**src/rtl/filter_feeder_if.sv**
```systemverilog
// Producer-side valid/ready sample bus feeding filter_feeder.
interface filter_feeder_if;
  logic       s_valid;
  logic [7:0] s_data;
  logic       s_ready;

  modport master (output s_valid, output s_data, input s_ready);
  modport slave  (input s_valid, input s_data, output s_ready);
endinterface

```
**src/rtl/filter_feeder.sv**
```systemverilog
// Buffers bursty samples and presents one per filter sampling period; drives filter switch.
// Build option FILTER_FEEDER_ZERO_FILL_EN: underrun inserts 0 instead of repeating the last sample.
module filter_feeder #(
  parameter int unsigned DEPTH = 8
) (
  input  logic                   Clock,
  input  logic                   reset,
  filter_feeder_if.slave         up,
  input  logic                   rate_req,
  output logic [7:0]             in_data,
  output logic                   switch,
  output logic                   sample_tick,
  output logic [$clog2(DEPTH):0] level,
  output logic [7:0]             underrun_cnt
);

  localparam int unsigned AW = $clog2(DEPTH);
  localparam int unsigned LW = AW + 1;

  logic [1:0]    ph;
  logic          per_long;
  logic [AW-1:0] wr_ptr;
  logic [AW-1:0] rd_ptr;
  logic [7:0]    mem [DEPTH];

  logic push;
  logic pop;
  logic underrun;
  logic ph_last;

  assign sample_tick = (ph == 2'd0);
  assign up.s_ready  = (level != LW'(DEPTH));
  assign push        = up.s_valid && up.s_ready;
  assign pop         = sample_tick && (level != '0);
  assign underrun    = sample_tick && (level == '0);
  // per_long holds the switch value the filter evaluated at the last sampling edge
  assign ph_last     = per_long ? (ph == 2'd3) : (ph == 2'd1);

  // Phase counter and rate switch
  always_ff @(posedge Clock or posedge reset) begin
    if (reset) begin
      ph       <= 2'd0;
      switch   <= 1'b0;
      per_long <= 1'b0;
    end else if (sample_tick) begin
      ph       <= 2'd1;
      switch   <= rate_req;
      per_long <= switch;
    end else if (ph_last) begin
      ph <= 2'd0;
    end else begin
      ph <= ph + 2'd1;
    end
  end

  // FIFO pointers and occupancy
  always_ff @(posedge Clock or posedge reset) begin
    if (reset) begin
      wr_ptr <= '0;
      rd_ptr <= '0;
      level  <= '0;
    end else begin
      if (push) wr_ptr <= wr_ptr + AW'(1);
      if (pop)  rd_ptr <= rd_ptr + AW'(1);
      case ({push, pop})
        2'b10:   level <= level + LW'(1);
        2'b01:   level <= level - LW'(1);
        default: level <= level;
      endcase
    end
  end

  // Sample storage
  always_ff @(posedge Clock) begin
    if (push) mem[wr_ptr] <= up.s_data;
  end

  // Filter input register and underrun counter
  always_ff @(posedge Clock or posedge reset) begin
    if (reset) begin
      in_data      <= 8'h00;
      underrun_cnt <= 8'h00;
    end else if (pop) begin
      in_data <= mem[rd_ptr];
    end else if (underrun) begin
`ifdef FILTER_FEEDER_ZERO_FILL_EN
      in_data <= 8'h00;
`else
      in_data <= in_data;
`endif
      if (underrun_cnt != 8'hFF) underrun_cnt <= underrun_cnt + 8'd1;
    end
  end

endmodule
```
**src/flat_wrapper.sv**
```systemverilog
// flat-port wrapper written by rule: the top's interface ports become plain ports
module filter_feeder_flat 
#(
  parameter int unsigned DEPTH = 8
)
  (Clock, reset, rate_req, in_data, switch, sample_tick, level, underrun_cnt, up_s_valid, up_s_data, up_s_ready);
  filter_feeder_if up_i ();
  input  logic Clock;
  input  logic reset;
  input  logic rate_req;
  output logic [7:0] in_data;
  output logic switch;
  output logic sample_tick;
  output logic [$clog2(DEPTH):0] level;
  output logic [7:0] underrun_cnt;
  input wire logic [$bits(up_i.s_valid)-1:0] up_s_valid;
  input wire logic [$bits(up_i.s_data)-1:0] up_s_data;
  output wire logic [$bits(up_i.s_ready)-1:0] up_s_ready;
  assign up_i.s_valid = up_s_valid;
  assign up_i.s_data = up_s_data;
  assign up_s_ready = up_i.s_ready;
  filter_feeder #(.DEPTH(DEPTH)) u_core (.Clock(Clock), .reset(reset), .up(up_i), .rate_req(rate_req), .in_data(in_data), .switch(switch), .sample_tick(sample_tick), .level(level), .underrun_cnt(underrun_cnt));
endmodule
```
**config.mk**
```make
export PLATFORM = sky130hd
export DESIGN_NAME = filter_feeder_flat
export DESIGN_NICKNAME = d
export VERILOG_FILES = /design/src/rtl/filter_feeder_if.sv /design/src/rtl/filter_feeder.sv /design/src/flat_wrapper.sv
export SDC_FILE = /design/constraint.sdc
export NUM_CORES = 1
export LEC_CHECK = 0
export CAP_MARGIN = 0
export CORE_AREA = 10 10 111 83
export DETAILED_ROUTE_END_ITERATION = 8
export DIE_AREA = 0 0 121 93
export PLACE_DENSITY = 0.88
export SYNTH_ARGS = -nofsm -noshare
export SYNTH_HDL_FRONTEND = slang
export SYNTH_SLANG_ARGS = --single-unit
```
**constraint.sdc**
```tcl
create_clock -name Clock -period 3 [get_ports Clock]
set_clock_uncertainty 0.15 [all_clocks]
set_input_delay 0.45 -clock Clock [delete_from_list [all_inputs] [get_ports Clock]]
set_output_delay 0.45 -clock Clock [all_outputs]
set_load 0.01 [all_outputs]
```
# After elaboration in Yosys (flattened, before gate mapping)
# Memory sizes are Yosys's and may differ from the RTL's. A register that Yosys moved wholly into a read port is not among the register bits.
# Index checks and enable logic that the tools add are counted.
# Widths: inputs -> output; s select.
classes:
  add_sub_neg: 6
  eq_ne: 6
  mux: 6
  bitwise: 1
  reduce_logical: 8
ops:
  columns: ["operator", "n"]
  rows:
  - ["$add 8x1->8 const B", 1]
  - ["$ne 8x8->1 const B", 1]
  - ["$pmux 4 s2", 1]
  - ["$add 3x1->3 const B", 2]
  - ["$add 4x1->4 const B", 1]
  - ["$eq 2x1->1 const B", 2]
  - ["$eq 2x2->1 const B", 2]
  - ["$logic_not 4->1", 1]
  - ["$mux 2", 2]
  - ["$ne 4x4->1 const B", 1]
  - ["$reduce_bool 4->1", 1]
  - ["$sub 4x1->4 const B", 1]
  - ["$logic_and 1x1->1", 3]
  - ["$mux 1", 3]
  - ["$reduce_and 3->1", 1]
  - ["$add 2x1->2 const B", 1]
  - ["$logic_not 2->1", 1]
  - ["$reduce_bool 2->1", 1]
  - ["$not 1->1", 1]
totals:
  ff_bits: 22
  ram_bits: 64
  inputBits: 12
  out_inout_bits: 23
  word_cells: 35
  n_memories: 1
mem_list:
  columns: ["memory", "words", "word_bits", "rd", "rd_ports_with_merged_regs", "write_ports", "line_no", "source"]
  rows:
  - ["u_core.mem", 8, 8, 1, 1, 1, "filter_feeder.sv:24", "logic [7:0] mem [DEPTH];"]

# Depth between registers and ports, before layout
logic_depth:
  ltp_word: 4
  mapped_depth: 12
  mapped_depth_nobuf: 11

# Least setup slack after synthesis
# Ideal clock, no wire load.
synth_path:
  path_type: "register to register"
  startpoint: "register u_core.level[1]"
  endpoint: "register u_core.level[2]"
  setup_ns: 0.134
  t_arrival_ns: 2.247
  required_time_ns: 2.716
  path_slack_ns: 0.468
  path_stages_with_launch: 13
  n_path_buf: 2
  period_less_slack_ns: 2.532
  cell_sequence: "dfrtp_1 -> buf_6 -> nor4_4 -> nand2b_1 -> buf_4 -> inv_2 -> ha_1 -> xor2_1 -> ha_1 -> a21oi_1 -> xor2_1 -> nor2_1 -> xor2_1"
synth_between:
  elab_chain_len: 4
  elab_cells_between_ends: 10
  cone_classes: "2 x add/sub; 3 x eq/ne; 1 x mux; 4 x reduce/logical"
synth_rtl:
  columns: ["item", "line_no", "source"]
  rows:
  - ["from (decl)", "filter_feeder.sv:13", "output logic [$clog2(DEPTH):0] level,"]
  - ["from (signal assigned)", "filter_feeder.sv:66", "2'b10: level <= level + LW'(1);"]
  - ["from (signal assigned)", "filter_feeder.sv:67", "2'b01: level <= level - LW'(1);"]
  - ["from (signal assigned)", "filter_feeder.sv:68", "default: level <= level;"]
  - ["$ne 4x4->1 / $reduce_bool 4->1 (equally long branches)", "filter_feeder.sv:32, filter_feeder.sv:34", null]
  - ["$logic_and 1x1->1, on equally long branches", "filter_feeder.sv:33, filter_feeder.sv:34", null]
  - ["$eq 2x1->1 / $eq 2x2->1 (equally long branches)", "filter_feeder.sv:65", "case ({push, pop})"]
  - ["$pmux 4 s2 / $reduce_bool 2->1 (equally long branches)", null, null]
# Several ways; a longest one is shown, not always the timed one.
# A chain may end at the register's enable or synchronous reset.

# Worst setup path in the final report
layout_path:
  startpoint: "register u_core.level[0]"
  endpoint: "register u_core.level[2]"
# Same word-level chain as after synthesis.

==> reports/metrics.yaml <==
route.detailed.drc: 0
ys_seq_area_share_pct: 68.1
final_hold_viol_count: 0
irDropWorstVdd_uv: 383
end_kind: "flop"
yosys.area.top_type: "edfxtp_1"
mostFrequentLayoutCell: "edfxtp_1"
cpMostUsedCell: "xor2_1"
cts_buffers: 9
vias: 2272
grt_max_degree: 35
whs_ns: 0.313
rsz0062_at_grt: "false"
h-tree-depth: 3
cts_sinks: 94
drt-total-wl_um: 7510
grt_pass1_vias: 2285
drv_slew: 0
synth_warnings: 0
dr.pass1.iters: 4
crit_required_ns: 3.08
num_antenna_cells: 0
fp-row-count: 26
path_buf_inv: 0
clk_path_buf_depth: 2
worst_slew_pin_slew_ns: 0.697
busiest_layer: "met2"
fill_cells: 508
place.gp.congestion: 0.821
crit_path_max_incr_delay_ns: 0.61
postRouteAntennaNets: 0
antenna_found_initial: 0
core_area_um2: 7120
maxCapViolCount: 0
met2_usage_pct: 21.0
final_cell_mix: "edfxtp_1 (64), clkdlybuf4s50_1 (34), dfrtp_1 (30)"
yosys_register_bits: 94
grt_usage_pct: 14.0
ctsHoldBuffers: 0
synthTopCellsByArea: "edfxtp_1 (49%), dfrtp_1 (19%), mux2_2 (5.7%)"
finalCritPeriodShare_pct: 87.2
drt-wirelength-per-cell_um: 18.5
cts_tree: "done"
avgSynthCellArea_um2: 15.1
synth_flop_cell: "edfxtp_1"
p_leak_nw: 1.73
die_h_um: 93
drive_gt1_share_pct: 16.8
period_needed_ns: 2.62
nNetsFinal: 323
worstHoldPathType: "in -> async"
synthCells: 260
status: "completed"
setup_tns_ns: 0
dieArea_um2: 11300
syn2layout_area_growth_pct: 16.5
synth_nets: 279
cts_root_buf: "clkbuf_8"
met3_usage_pct: 4.86
die_width_um: 121
netlist_area_um2: 3930
rr_worst_depth: 9
drt-vias-per-instance: 5.58
portBuffers: 34
cp.arrival_ns: 2.70
cts_setup_buffers: 0
start_util_pct: 55.1
worstPathCellList: "or4b_4 -> nand2_2 -> ha_1 -> xor2_1 -> ha_1 -> a21oi_1 -> xor2_1 -> nor2_1 -> xor2_1"
ys_types: 41
maxSlewHeadroom_pct: 53.4
max_freq_ghz: 0.382
power_density_nw_per_um2: 879
fin_area_um2: 4570
crit_cells: 9
clock_latency_ns: 0.35
setup_viol: 0
grt_first_pass_wirelength_um: 12200
slowest_stage: "or4b_4"
dr.first_iter.drc_count: 184
dpl_cell_area_um2: 4390
cp-start-kind: "flop"
synth_top_area_share_pct: 49.0
use_met1_pct: 19.3
grt_overflow: 0
critPathMaxFanout: 7
cts_resized: 0
crit_family: "simple AND/OR/NAND/NOR gates"
dp_hpwl_um: 5260
io_pins: 35
path_class: "reg -> reg"
synthArstFlopShare_pct: 31.9
synth-edff-count: 64
cts.reportedPaths.clkPinSlew_ns: 0.08
worst paths after layout:
check | startpoint | end | slack [ns]
worst min register to register | u_core.ph[0] | u_core.ph[0] | 0.32
worst max-delay path | u_core.level[0] | u_core.level[2] | 0.38
worst max register to register | u_core.level[0] | u_core.level[2] | 0.38
min in group Clock | u_core.ph[0] | u_core.ph[0] | 0.32
worst min-delay path | reset | u_core.underrun_cnt[4] | 0.31
max in group asynchronous | reset | u_core.level[2] | 2.10
worst register-to-register path, cell delays in order (launching register included):
cell     delay (ns)
dfrtp_1        0.49
or4b_4         0.61
nand2_2        0.14
ha_1           0.27
xor2_1         0.10
ha_1           0.19
a21oi_1        0.16
xor2_1         0.18
nor2_1         0.07
xor2_1         0.15
state kept, by name (all words and copies together), names as in the netlist:
signal and count:
u_core.per_long 1, u_core.ph 2, u_core.switch 1, u_core.wr_ptr 3
u_core.level 4, u_core.mem 64, u_core.rd_ptr 3, u_core.in_data 8
u_core.underrun_cnt 8
Yosys cell counts (all sizes together) (5+ instances only):
master  number
edfxtp      64
dfrtp       30
mux2        23
nand2       20
mux2i       16
nor2        12
o21ai       10
buf          9
a22oi        8
o221ai       8
ha           7
inv          7
nand2b       7
xnor2        7
nand3        5
xor2         5
metrics by stage:
step | power [W] | std cells | util [%] | worst slack, ns
2_1_floorplan | 0.00275 | 260 | - | 0.468
3_3_place_gp | 0.00321 | 391 | 61.6 | 0.525
3_5_place_dp | 0.00328 | 391 | 61.6 | 0.417
4_1_cts | 0.00405 | 407 | 64.2 | 0.395
5_1_grt | 0.00426 | 407 | 64.2 | 0.242
6_report | 0.00402 | 407 | 64.2 | 0.383
power by group:
| group | switching [W] | internal, W |
|---|---|---|
| Sequential | 0.000221 | 0.00168 |
| Combinational | 0.000693 | 0.000653 |
| Clock | 0.000418 | 0.000350 |
area by class of cell:
type / instances / area (um2) / area share (%)
flip-flops and latches: 94 / 2670 / 58.4
clock buffers: 12 / 155 / 3.39
well taps: 98 / 123 / 2.68
clock inverters: 4 / 28.8 / 0.629
multi-input cells: 150 / 1170 / 25.5
inverters: 7 / 26.3 / 0.575
repair buffers: 42 / 400 / 8.76
per-layer routing:
metal | up-vias | part of all wire [%] | wire length, um
met3 | 8 | 9.5 | 713
met4 | 0 | 0.68 | 51
li1 | 1057 | - | -
met5 | - | 0 | 0
met1 | 1115 | 44 | 3270
met2 | 92 | 46 | 3480
logic make-up (layout without fill, tap and decap cells):
family | after synthesis | after routing | share of synthesized area, %
AOI/OAI and AO/OA | 34 | 34 | 6.15
xor gates and xnor gates | 12 | 12 | 2.68
adders and majority gates | 7 | 7 | 2.23
buffers and inverters | 16 | 65 | 2.17
DFF | 94 | 94 | 68.1
muxes | 39 | 39 | 10.8
and+or+nand+nor | 58 | 58 | 7.91
Note: power is estimated with default switching activity, not from simulation.
